`config.mk`:
```
export PLATFORM = sky130hd
export DESIGN_NAME = alu_arbiter_flat
export DESIGN_NICKNAME = d
export VERILOG_FILES = /design/src/rtl/alu_arbiter_if.sv /design/src/rtl/alu_arbiter.sv /design/src/flat_wrapper.sv
export SDC_FILE = /design/constraint.sdc
export NUM_CORES = 1
export LEC_CHECK = 0
export ABC_CLOCK_PERIOD_IN_PS = 1300
export CORE_UTILIZATION = 33
export CTS_CLUSTER_SIZE = 16
export DETAILED_ROUTE_END_ITERATION = 16
export GPL_TIMING_DRIVEN = 1
export PLACE_DENSITY = 0.83
export SYNTH_ARGS = -nofsm -noshare
export SYNTH_HDL_FRONTEND = slang
export SYNTH_SLANG_ARGS = --single-unit
```
`constraint.sdc`:
```
create_clock -name clk -period 1.3 [get_ports clk]
set_input_delay 0.13 -clock clk [delete_from_list [all_inputs] [get_ports clk]]
set_output_delay 0.13 -clock clk [all_outputs]
set_load 0.01 [all_outputs]
```
`src/rtl/alu_arbiter_if.sv`:
```
`default_nettype none
// ============================================================================
//  Module      : alu_arbiter_if
//  Description : Bundle of the requester handshakes, the shared-ALU operand
//                and result bus, and the status outputs of alu_arbiter.
//                  slave  : the arbiter. It samples requests, operands and
//                           alu_result, and drives the ALU operands,
//                           done/result, busy and op_count.
//                  master : the environment, meaning both requesters and the
//                           shared ALU.
//  Ports       : (interface signals)
//                  req0/req1, a0/b0/a1/b1, op0/op1  requester side (in)
//                  alu_a, alu_b, alu_op             to shared ALU  (out)
//                  alu_result                       from shared ALU (in)
//                  done0/done1, result              completion     (out)
//                  busy, op_count                   status         (out)
//  Revision    : 1.0 - initial release
// ============================================================================
interface alu_arbiter_if #(
    parameter int WIDTH = 8
);
    logic             req0;
    logic             req1;
    logic [WIDTH-1:0] a0;
    logic [WIDTH-1:0] b0;
    logic [WIDTH-1:0] a1;
    logic [WIDTH-1:0] b1;
    logic             op0;
    logic             op1;
    logic [WIDTH-1:0] alu_a;
    logic [WIDTH-1:0] alu_b;
    logic             alu_op;
    logic [WIDTH-1:0] alu_result;
    logic             done0;
    logic             done1;
    logic [WIDTH-1:0] result;
    logic             busy;
    logic [15:0]      op_count;

    modport slave (
        input  req0, req1, a0, b0, a1, b1, op0, op1, alu_result,
        output alu_a, alu_b, alu_op, done0, done1, result, busy, op_count
    );

    modport master (
        output req0, req1, a0, b0, a1, b1, op0, op1, alu_result,
        input  alu_a, alu_b, alu_op, done0, done1, result, busy, op_count
    );
endinterface
`default_nettype wire

```
`src/rtl/alu_arbiter.sv`:
```
`default_nettype none
// ============================================================================
//  Module      : alu_arbiter
//  Description : Two-requester arbiter in front of one shared combinational
//                ALU. The FSM walks IDLE -> EXEC -> RESP and grants requests
//                round-robin when both requesters ask at the same time.
//                The result is captured on the edge that leaves EXEC, and a
//                single-cycle done pulse goes to the owning requester in
//                RESP.
//  Ports       : clk    - sole clock, rising edge
//                rst_n  - asynchronous active-low reset
//                bus    - alu_arbiter_if.slave (requests, ALU bus, status)
//  Revision    : 1.0 - initial release
// ============================================================================
module alu_arbiter #(
    parameter int WIDTH = 8
) (
    input  wire          clk,
    input  wire          rst_n,
    alu_arbiter_if.slave bus
);

    typedef enum logic [1:0] {
        ST_IDLE = 2'd0,
        ST_EXEC = 2'd1,
        ST_RESP = 2'd2
    } state_t;

    state_t           state_q,    state_d;
    logic             grant_q,    grant_d;    // owner of the ALU (0/1)
    logic             rr_q,       rr_d;       // preferred requester on a tie
    logic [WIDTH-1:0] result_q,   result_d;
    logic [15:0]      op_count_q, op_count_d;

    logic             w_any_req;
    logic             w_pick;

    assign w_any_req = bus.req0 | bus.req1;
    // A lone request picks itself (req1 alone gives 1, req0 alone gives 0).
    // On a tie the round-robin pointer decides.
    assign w_pick = (bus.req0 && bus.req1) ? rr_q : bus.req1;

    // ------------------------------------------------------------------------
    // State registers
    // ------------------------------------------------------------------------
    always_ff @(posedge clk or negedge rst_n) begin
        if (!rst_n) begin
            state_q    <= ST_IDLE;
            grant_q    <= 1'b0;
            rr_q       <= 1'b0;
            result_q   <= '0;
            op_count_q <= '0;
        end else begin
            state_q    <= state_d;
            grant_q    <= grant_d;
            rr_q       <= rr_d;
            result_q   <= result_d;
            op_count_q <= op_count_d;
        end
    end

    // ------------------------------------------------------------------------
    // Next-state logic
    // ------------------------------------------------------------------------
    always_comb begin
        state_d    = state_q;
        grant_d    = grant_q;
        rr_d       = rr_q;
        result_d   = result_q;
        op_count_d = op_count_q;

        case (state_q)
            ST_IDLE: begin
                if (w_any_req) begin
                    grant_d = w_pick;
                    // After any grant, the other requester wins the next tie.
                    rr_d    = ~w_pick;
                    state_d = ST_EXEC;
                end
            end
            ST_EXEC: begin
                result_d = bus.alu_result;
                state_d  = ST_RESP;
            end
            ST_RESP: begin
                op_count_d = op_count_q + 16'd1;
                state_d    = ST_IDLE;
            end
            default: begin
                state_d = ST_IDLE;
            end
        endcase
    end

    // ------------------------------------------------------------------------
    // Outputs. These are decoded from registered state, so an asynchronous
    // reset drives them to their idle values at once.
    // ------------------------------------------------------------------------
    always_comb begin
        bus.alu_a  = '0;
        bus.alu_b  = '0;
        bus.alu_op = 1'b0;
        if (state_q == ST_EXEC) begin
            if (grant_q) begin
                bus.alu_a  = bus.a1;
                bus.alu_b  = bus.b1;
                bus.alu_op = bus.op1;
            end else begin
                bus.alu_a  = bus.a0;
                bus.alu_b  = bus.b0;
                bus.alu_op = bus.op0;
            end
        end
    end

    assign bus.done0    = (state_q == ST_RESP) && !grant_q;
    assign bus.done1    = (state_q == ST_RESP) &&  grant_q;
    assign bus.result   = result_q;
    assign bus.busy     = (state_q != ST_IDLE);
    assign bus.op_count = op_count_q;

endmodule
`default_nettype wire

```
`src/flat_wrapper.sv`:
```
// flat-port wrapper written by rule: the top's interface ports become plain ports
module alu_arbiter_flat 
#(
    parameter int WIDTH = 8
)
  (clk, rst_n, bus_req0, bus_req1, bus_a0, bus_b0, bus_a1, bus_b1, bus_op0, bus_op1, bus_alu_result, bus_alu_a, bus_alu_b, bus_alu_op, bus_done0, bus_done1, bus_result, bus_busy, bus_op_count);
  alu_arbiter_if #(.WIDTH(WIDTH)) bus_i ();
  input  wire clk;
  input  wire rst_n;
  input wire logic [$bits(bus_i.req0)-1:0] bus_req0;
  input wire logic [$bits(bus_i.req1)-1:0] bus_req1;
  input wire logic [$bits(bus_i.a0)-1:0] bus_a0;
  input wire logic [$bits(bus_i.b0)-1:0] bus_b0;
  input wire logic [$bits(bus_i.a1)-1:0] bus_a1;
  input wire logic [$bits(bus_i.b1)-1:0] bus_b1;
  input wire logic [$bits(bus_i.op0)-1:0] bus_op0;
  input wire logic [$bits(bus_i.op1)-1:0] bus_op1;
  input wire logic [$bits(bus_i.alu_result)-1:0] bus_alu_result;
  output wire logic [$bits(bus_i.alu_a)-1:0] bus_alu_a;
  output wire logic [$bits(bus_i.alu_b)-1:0] bus_alu_b;
  output wire logic [$bits(bus_i.alu_op)-1:0] bus_alu_op;
  output wire logic [$bits(bus_i.done0)-1:0] bus_done0;
  output wire logic [$bits(bus_i.done1)-1:0] bus_done1;
  output wire logic [$bits(bus_i.result)-1:0] bus_result;
  output wire logic [$bits(bus_i.busy)-1:0] bus_busy;
  output wire logic [$bits(bus_i.op_count)-1:0] bus_op_count;
  assign bus_i.req0 = bus_req0;
  assign bus_i.req1 = bus_req1;
  assign bus_i.a0 = bus_a0;
  assign bus_i.b0 = bus_b0;
  assign bus_i.a1 = bus_a1;
  assign bus_i.b1 = bus_b1;
  assign bus_i.op0 = bus_op0;
  assign bus_i.op1 = bus_op1;
  assign bus_i.alu_result = bus_alu_result;
  assign bus_alu_a = bus_i.alu_a;
  assign bus_alu_b = bus_i.alu_b;
  assign bus_alu_op = bus_i.alu_op;
  assign bus_done0 = bus_i.done0;
  assign bus_done1 = bus_i.done1;
  assign bus_result = bus_i.result;
  assign bus_busy = bus_i.busy;
  assign bus_op_count = bus_i.op_count;
  alu_arbiter #(.WIDTH(WIDTH)) u_core (.clk(clk), .rst_n(rst_n), .bus(bus_i));
endmodule
```
## Word-level counts from Yosys, hierarchy flattened

Cells that the tools add are included.
W data, S select, Z words.

| storage, ports and cells | value |
|---|---|
| flip-flop bits (word level) | 28 |
| input port bits | 46 |
| output and inout port bits | 44 |
| word-level logic and storage cells | 27 |

| operators by class | value |
|---|---|
| bitwise operators | 2 |
| mux-type cells | 9 |
| reduce and logical (&&, ||, !) cells | 7 |
| eq/ne operators | 3 |
| add/subtract/negate cells | 1 |

Operators by type and width:

| kind | number |
|---|---|
| $mux W8 | 4 |
| $add A16 B1 Y16 const B | 1 |
| $pmux W2 S2 | 1 |
| $logic_and A1 B1 Y1 | 3 |
| $mux W1 | 3 |
| $eq A2 B1 Y1 const B | 1 |
| $eq A2 B2 Y1 const B | 1 |
| $logic_not A2 Y1 | 1 |
| $mux W2 | 1 |
| $ne A2 B1 Y1 const B | 1 |
| $reduce_and A2 Y1 | 1 |
| $reduce_bool A2 Y1 | 1 |
| $logic_not A1 Y1 | 1 |
| $not A1 Y1 | 1 |
| $or A1 B1 Y1 | 1 |

## Logic depth before layout (Yosys ltp)

Gate-level depths: netlist of run 1.

| depth | value |
|---|---|
| word-level depth | 3 |
| gate-level depth with buffers | 5 |
| mapped depth without buffers | 5 |

## Least setup slack after synthesis of run 1

OpenSTA, ideal clock, no wires.

| timing | value |
|---|---|
| path kind | register to output |
| start | register u_core.state_q[1] |
| end | output port bus_alu_a[5] |
| cell stages (with the launch flop) | 6 |
| arrival | 1.198 ns |
| required time | 1.170 ns |
| buffers on the path | 3 |
| slack | -0.028 ns |
| path through | dfrtp_1 > nand2b_1 > buf_2 > buf_4 > buf_2 > nor2_1 |

| between the ends | value |
|---|---|
| cells in the longest elaborated chain, start to end | 2 |

RTL lines:

| item | line | source |
|---|---|---|
| start: declaration | alu_arbiter.sv:29 | `state_t state_q, state_d;` |
| start signal: assignment | alu_arbiter.sv:54 | `state_q <= state_d;` |
| $eq A2 B1 Y1 | alu_arbiter.sv:103 | `if (state_q == ST_EXEC) begin` |
| $mux W8 | alu_arbiter.sv:103 |  |
| end: declaration | flat_wrapper.sv:19 | `output wire logic [$bits(bus_i.alu_a)-1:0] bus_alu_a;` |

Every way passes these cells.

## Worst setup path after layout of run 1

| timing | value |
|---|---|
| start | register u_core.op_count_q[0], in the netlist u_core.bus.op_count[0] |
| end | register u_core.op_count_q[12], in the netlist u_core.bus.op_count[12] |

| between the ends | value |
|---|---|
| cells in the longest elaborated chain, start to end | 1 |

RTL lines:

| item | line | source |
|---|---|---|
| start: declaration | alu_arbiter.sv:33 | `logic [15:0] op_count_q, op_count_d;` |
| start signal: assignment | alu_arbiter.sv:58 | `op_count_q <= op_count_d;` |
| $add A16 B1 Y16 | alu_arbiter.sv:86 | `op_count_d = op_count_q + 16'd1;` |

Every way passes these cells.
A chain may end at the register's enable or synchronous reset.

==> impl_summary.log, run 1 <==
[metrics] maximum clock frequency: 0.704 GHz
[metrics] max capacitance violation total: 0
[metrics] top cells by area, synth: dfrtp_1 49%, mux2i_1 12%, mux2_1 7.0%, xnor2_1 6.7%, nor2_1 5.7%
[metrics] routed wire length: 4170 um
[metrics] Post-Syn Nets: 177
[metrics] startpoint type of the worst setup path: register
[metrics] synthesized area: 1440 um2
[metrics] unrepaired setup endpoints after global routing: yes
[metrics] pre-CTS setup slack: -0.194 ns
[metrics] synthesized area per cell: 11.1 um2
[metrics] area growth from synthesis to final layout: 95.3%
[metrics] H-tree levels: 1
[metrics] final-report max-slew violation count: 0
[metrics] fin nets: 304
[metrics] post-layout min period: 1.42 ns
[metrics] DR WL/cell: 13.7 um
[metrics] insertion delay to the later sink of the worst-skew pair: 0.27 ns
[metrics] class of the tightest hold or removal check: primary input to async pin
[metrics] number of antenna diodes: 0
[metrics] Setup CP Type: register to register
[metrics] number of clock sinks: 28
[metrics] largest net degree at the start of global routing: 29
[metrics] buffers plus inverters on the worst setup path: 2
[metrics] global-route wire length before repair: 6280 um
[metrics] sum of internal, switching and leakage power: 4.85 mW
[metrics] core box area: 4090 um2
[metrics] fin area: 2820 um2
[metrics] required time of the worst setup path: 1.46 ns
[metrics] Netlist cell types: 25
[metrics] busiest layer in global routing: met2
[metrics] grt ovf: 0
[metrics] # fillers: 322
[metrics] Post-DP Area: 2480 um2
[metrics] VDD IR-drop max: 1.02 mV
[metrics] root cell of the clock tree: clkbuf_8
[metrics] number of clock buffers inserted by TritonCTS: 3
[metrics] number of DRC violations after detailed-routing iteration 0: 26
[metrics] Worst Hold Slack: 0.240 ns
[metrics] number of failing hold endpoints at the final stage: 0
[metrics] TritonCTS clock tree: built
[metrics] met2 Usage GRT: 31.6%
[metrics] number of vias per cell after detailed routing: 4.64
[metrics] delay of the slowest critical-path stage: 0.38 ns
[metrics] number of synthesized register bits: 28
[metrics] run status: complete, but fails checks
[metrics] pwr dens: 1720 nW/um2
[metrics] violated checks: setup timing
[metrics] arrival time at the worst endpoint: 1.58 ns
[metrics] count of warnings emitted by yosys: 0
[metrics] Cell Chain, Critical Path: buf_4, ha_4, inv_1, nor3_4, nand3_2, xnor2_2
[metrics] most common library cell in the layout ignoring fill and taps: clkdlybuf4s50_1
[metrics] worst setup slack after layout: -0.121 ns
[metrics] GR Layer Usage met1: 21.8%
[metrics] DRC violation count after routing: 0
[metrics] final clock skew: 0.00422 ns
[metrics] Worst path top cell family by delay: simple AND/OR/NAND/NOR gates
[metrics] die area: 4640 um2
[metrics] met3 Use GR: 2.17%
[metrics] number of buffer cells added on primary ports: 89
[metrics] area of the multi-input gates: 832 um2
[metrics] proportion of layout cells with a drive suffix above 1: 36.9%
[metrics] critical path peak fanout: 4
[metrics] top cell type by total area after synthesis: dfrtp_1
[metrics] Lkg Pwr: 1.58 nW
[metrics] clock-pin slew on the worst setup and hold paths: 0.09 ns
[metrics] total I/O pin count: 90
[metrics] number of placed cells counting well taps: 279
[metrics] Layout Cells excl Fill: 305
[metrics] commonest non-fill, non-tap cells in the layout: 45 x clkdlybuf4s50_1, 27 x buf_4, 26 x dfrtp_1
[metrics] FF/Latch Area: 703 um2
[metrics] Mapped Cells: 130
[metrics] initial standard-cell utilization of the core: 35.3%
[metrics] post-route ant nets: 0
[metrics] die width: 68.1 um
[metrics] vertical die dimension: 68.1 um
[metrics] setup violation total in the final timing report: 37
[metrics] overall global routing resource usage: 17.9%
[metrics] worst-path cell with the longest stage delay: dfrtp_1
[metrics] routed vias: 1414
[metrics] Max transition margin: 76.0%
[metrics] category of the worst setup path capture point: register
[metrics] clock buffer depth: 2
[metrics] DP HPWL: 2760 um
[metrics] number of antenna violations at the first check in global routing: 0
[metrics] Core Rows: 23
[metrics] final critical-path share of the clock period: 109%
[metrics] first drt pass iteration count: 4
[metrics] global placer's final weighted congestion: 0.725
[metrics] fraction of the yosys area taken by sequential cells: 48.6%
[metrics] measured slew at the worst slew-check pin: 0.360 ns
[metrics] via count of the first global-routing pass: 1416
[metrics] top-area cell type share of the netlist area: 48.6%
-- area by class of cell --
type	instances	area share [%]
Clock buffer	3	1.47
Timing Repair Buffer	128	41.4
Multi-Input combinational cell	93	29.5
Inverter	3	0.400
Sequential cell	28	25.0
Tap cell	50	2.22
-- what timing repair did --
action / in CTS / in global routing
pin swaps: 11 / 13
endpoints found under the setup margin: 52 / 52
resized for setup: 122 / 35
cloned: 2 / 0
buffers inserted: 19 / 2
hold buffers: 0 / 0
-- cells in the mapped netlist --
cell type / instances
and3_1: 2
nor2b_1: 2
buf_2: 4
mux2_1: 9
inv_1: 2
a31oi_1: 2
nand2_1: 8
nand4b_2: 1
and2_1: 1
nand4_1: 3
a21oi_1: 2
clkbuf_1: 1
nand3_1: 3
xor2_1: 4
nor2_1: 22
nand2b_1: 1
nand4_4: 1
dfrtp_1: 28
buf_4: 1
xnor2_1: 11
inv_2: 1
and4_1: 1
nor3_4: 2
ha_1: 1
mux2i_1: 17
-- registers in the layout, summed over array words and instances, names as in the netlist --
| name | cells |
|---|---|
| u_core.bus.result | 8 |
| u_core.state_q | 2 |
| u_core.bus.op_count | 16 |
| u_core.rr_q | 1 |
| u_core.grant_q | 1 |
-- path summary, 6_finish.rpt --
path	start	endpoint	slack [ns]	depth (start not counted)
max	u_core.bus.op_count[0]$_DFFE_PN0N_	u_core.bus.op_count[12]$_DFFE_PN0N_	-0.12	6
min	rst_n	u_core.bus.result[2]$_DFFE_PN0N_	0.24	2
max reg2reg	u_core.bus.op_count[0]$_DFFE_PN0N_	u_core.bus.op_count[12]$_DFFE_PN0N_	-0.12	6
min reg2reg	u_core.bus.op_count[15]$_DFFE_PN0N_	u_core.bus.op_count[15]$_DFFE_PN0N_	0.47	1
max in group asynchronous	rst_n	u_core.bus.op_count[5]$_DFFE_PN0N_	0.77	2
min in group clk	u_core.bus.op_count[15]$_DFFE_PN0N_	u_core.bus.op_count[15]$_DFFE_PN0N_	0.47	1
-- worst register-to-register path: stages (launching register included) --
cell and delay [ns]:
dfrtp_1 0.38, buf_4 0.14, ha_4 0.13, inv_1 0.06
nor3_4 0.30, nand3_2 0.14, xnor2_2 0.16
-- stage by stage --
stage | setup TNS (ns) | utilization [%]
after floorplan | -0.249 | -
after global placement | -2.91 | 60.8
after detailed placement | -3.15 | 60.8
after CTS | -1.97 | 65.4
after global routing | -4.90 | 69.0
final | -2.03 | 69.0
-- power by group --
group | leakage, nW | total [mW] | switching [mW] | internal, mW
clock | 0.0216 | 0.468 | 0.260 | 0.208
sequential | 0.353 | 1.34 | 0.202 | 1.14
combinational | 1.21 | 3.04 | 1.27 | 1.77
-- routing by layer --
metal / wire [um] / up-vias / share of wire, %
met3: 230 / 6 / 5.5
met5: 0 / - / 0
met4: 69 / 0 / 1.7
met2: 2210 / 59 / 53
met1: 1660 / 658 / 40
li1: - / 691 / -
-- logic make-up after synthesis --
family          count (synthesis)  share of synthesized area (%)
flops                          28                           48.6
compound gates                  4                           1.56
fa+ha+maj                       1                          0.867
simple gates                   47                           18.1
mux                            26                           18.8
xor+xnor                       15                           9.11
buf+inv                         9                           2.95
Power figures use the tool's default switching activity.
==> run 2, diff against run 1 <==
--- a/config.mk
+++ b/config.mk
@@ -10,7 +10,7 @@
 export CTS_CLUSTER_SIZE = 16
 export DETAILED_ROUTE_END_ITERATION = 16
 export GPL_TIMING_DRIVEN = 1
-export PLACE_DENSITY = 0.83
+export PLACE_DENSITY_LB_ADDON = 0.12
 export SYNTH_ARGS = -nofsm -noshare
 export SYNTH_HDL_FRONTEND = slang
 export SYNTH_SLANG_ARGS = --single-unit
==> impl_summary.log, run 2 (synthesized netlist as in run 1, its figures left out) <==
[metrics] clock-pin slew on the worst setup and hold paths: 0.09 ns (about the same)
[metrics] overall global routing resource usage: 17.4% (was 17.9%)
[metrics] FF-to-FF setup slack: -0.06 ns (was -0.12 ns)
[metrics] measured slew at the worst slew-check pin: 0.351 ns (was 0.360 ns)
[metrics] initial standard-cell utilization of the core: 35.3% (unchanged)
[metrics] number of DRC violations after detailed-routing iteration 0: 33 (was 26)
[metrics] Cell Chain, Critical Path: buf_6, mux2i_1, nor2_1, buf_2 (was buf_4, ha_4, inv_1, nor3_4, nand3_2, xnor2_2)
[metrics] H-tree levels: 1 (unchanged)
[metrics] commonest non-fill, non-tap cells in the layout: 45 x clkdlybuf4s50_1, 26 x buf_4, 26 x dfrtp_1 (was 45 x clkdlybuf4s50_1, 27 x buf_4, 26 x dfrtp_1)
[metrics] worst-path cell with the longest stage delay: dfrtp_2 (was dfrtp_1)
[metrics] end point of the critical path: bus_alu_a[5] (was u_core.bus.op_count[12]$_DFFE_PN0N_)
[metrics] final critical-path share of the clock period: 107% (was 109%)
[metrics] vertical die dimension: 68.1 um (unchanged)
[metrics] grt ovf: 0 (unchanged)
[metrics] number of failing hold endpoints at the final stage: 0 (unchanged)
[metrics] Final Core Density: 65.3% (was 69.0%)
[metrics] category of the worst setup path capture point: output port (was register)
[metrics] logic depth of the worst register-to-register path: 5 (was 6)
[metrics] Setup CP Type: register to output port (was register to register)
[metrics] final clock skew: 0.00306 ns (was 0.00422 ns)
[metrics] setup violation total in the final timing report: 28 (was 37)
[metrics] startpoint type of the worst setup path: register (unchanged)
[metrics] delay of the slowest critical-path stage: 0.45 ns (was 0.38 ns)
[metrics] reg-to-reg endpoint: u_core.bus.op_count[9]$_DFFE_PN0N_ (was u_core.bus.op_count[12]$_DFFE_PN0N_)
[metrics] Worst Hold Slack: 0.233 ns (was 0.240 ns)
[metrics] pre-CTS setup slack: -0.191 ns (was -0.194 ns)
[metrics] Largest register FFs: 16 (unchanged)
[metrics] most common library cell in the layout ignoring fill and taps: clkdlybuf4s50_1 (unchanged)
[metrics] proportion of layout cells with a drive suffix above 1: 29.4% (was 36.9%)
[metrics] global placer's final weighted congestion: 0.654 (was 0.725)
[metrics] number of antenna diodes: 0 (unchanged)
[metrics] maximum clock frequency: 0.717 GHz (was 0.704 GHz)
[metrics] Lkg Pwr: 1.46 nW (was 1.58 nW)
[metrics] violated checks: setup timing (unchanged)
[metrics] Post-DP Area: 2480 um2 (about the same)
[metrics] area growth from synthesis to final layout: 85.0% (was 95.3%)
[metrics] class of the tightest hold or removal check: primary input to async pin (unchanged)
[metrics] routed wire length: 4000 um (was 4170 um)
[metrics] fin nets: 301 (was 304)
[metrics] Max transition margin: 76.6% (was 76.0%)
[metrics] insertion delay to the later sink of the worst-skew pair: 0.26 ns (was 0.27 ns)
[metrics] clock buffer depth: 2 (unchanged)
[metrics] number of vias per cell after detailed routing: 4.67 (was 4.64)
[metrics] via count of the first global-routing pass: 1338 (was 1416)
[metrics] critical path peak fanout: 5 (was 4)
[metrics] DP HPWL: 2810 um (was 2760 um)
[metrics] number of buffer cells added on primary ports: 89 (unchanged)
[metrics] worst setup slack after layout: -0.0948 ns (was -0.121 ns)
[metrics] run status: complete, but fails checks (unchanged)
[metrics] root cell of the clock tree: clkbuf_8 (unchanged)
[metrics] number of hold buffers added after cts: 0 (unchanged)
[metrics] DR WL/cell: 13.2 um (was 13.7 um)
[metrics] number of clock sinks: 28 (unchanged)
[metrics] reg2reg start: u_core.state_q[0]$_DFFE_PN0P_ (was u_core.bus.op_count[0]$_DFFE_PN0N_)
[metrics] core box area: 4090 um2 (unchanged)
[metrics] number of clock buffers inserted by TritonCTS: 3 (unchanged)
[metrics] global-route wire length before repair: 5980 um (was 6280 um)
[metrics] total I/O pin count: 90 (unchanged)
[metrics] pwr dens: 1690 nW/um2 (was 1720 nW/um2)
[metrics] die area: 4640 um2 (unchanged)
[metrics] max capacitance violation total: 0 (unchanged)
[metrics] first drt pass iteration count: 4 (unchanged)
[metrics] unrepaired setup endpoints after global routing: yes (unchanged)
[metrics] VDD IR-drop max: 0.939 mV (was 1.02 mV)
[metrics] required time of the worst setup path: 1.17 ns (was 1.46 ns)
[metrics] arrival time at the worst endpoint: 1.26 ns (was 1.58 ns)
[metrics] post-layout min period: 1.39 ns (was 1.42 ns)
[metrics] fin area: 2670 um2 (was 2820 um2)
[metrics] largest net degree at the start of global routing: 29 (unchanged)
[metrics] die width: 68.1 um (unchanged)
[metrics] Worst setup startpoint: u_core.grant_q$_DFFE_PN0P_ (was u_core.bus.op_count[0]$_DFFE_PN0N_)
[metrics] routed vias: 1411 (was 1414)
[metrics] sum of internal, switching and leakage power: 4.52 mW (was 4.85 mW)
[metrics] number of antenna violations at the first check in global routing: 0 (unchanged)
[metrics] TritonCTS clock tree: built (unchanged)
[metrics] Core Rows: 23 (unchanged)
[metrics] DRC violation count after routing: 0 (unchanged)
[metrics] final-report max-slew violation count: 0 (unchanged)
[metrics] post-route ant nets: 0 (unchanged)
run 2: changes by cell type in the layout (fill, tap and decap cells not counted), sizes merged:
cell	delta
nand2b	+2
clkbuf	+2
dlymetal6s2s	-2
buf	-5
run 2: how the worst min path moves through the flow:
stage | from | endpoint | slack [ns] | depth (start not counted)
detailed placement | u_core.bus.op_count[15]$_DFFE_PN0N_ | u_core.bus.op_count[15]$_DFFE_PN0N_ | 0.47 | 1
global route | rst_n | u_core.bus.op_count[14]$_DFFE_PN0N_ | 0.28 | 2
finish | rst_n | u_core.bus.op_count[9]$_DFFE_PN0N_ | 0.23 | 2
floorplan | rst_n | u_core.bus.op_count[0]$_DFFE_PN0N_ | -0.17 | 0
global placement | u_core.bus.op_count[15]$_DFFE_PN0N_ | u_core.bus.op_count[15]$_DFFE_PN0N_ | 0.46 | 1
CTS | rst_n | u_core.bus.op_count[15]$_DFFE_PN0N_ | 0.24 | 2
run 2: through the flow:
| stage | TNS (ns) | cells |
|---|---|---|
| after floorplan | -0.249 | 130 |
| after global placement | -3.41 | 277 |
| after detailed placement | -4.08 | 277 |
| after CTS | -1.75 | 299 |
| after global routing | -4.23 | 302 |
| final | -1.51 | 302 |
run 2: worst max-delay path: cells and delay by family (launching register included):
family	cells	cell delay [ns]
multiplexers	1	0.21
flip-flops	1	0.45
buffers and inverters	2	0.29
AND/OR/NAND/NOR	1	0.05
run 2: metal layers:
metal | wire [um] | vias to the layer above | GRT usage [%]
met5 | 0 | - | 0
met4 | 63 | 0 | 4.95
met3 | 253 | 9 | 4.50
met2 | 2040 | 56 | 29.8
met1 | 1640 | 661 | 21.3
li1 | - | 685 | -
run 2: final cells by class:
class | instances | area (um2)
Clock buffer | 3 | 41.3
Tap cell | 50 | 62.6
Inverter | 3 | 11.3
Fill cell | 322 | 1420
Timing Repair Buffer | 123 | 1080
Multi-Input combinational cell | 95 | 768
Sequential cell | 28 | 703
run 2: power by group:
group / total (mW) / internal, mW / switching, mW / leakage, nW
sequential: 1.34 / 1.14 / 0.198 / 0.354
clock: 0.451 / 0.207 / 0.243 / 0.0216
combinational: 2.73 / 1.52 / 1.21 / 1.08
total: 4.52 / 2.87 / 1.65 / 1.46
run 2: repair_timing:
| action | in CTS | in global routing |
|---|---|---|
| resized for setup | 112 | 20 |
| setup buffers | 16 | 3 |
| endpoints found under the setup margin | 54 | 49 |
| pin swaps | 7 | 4 |
| cloned | 4 | 0 |
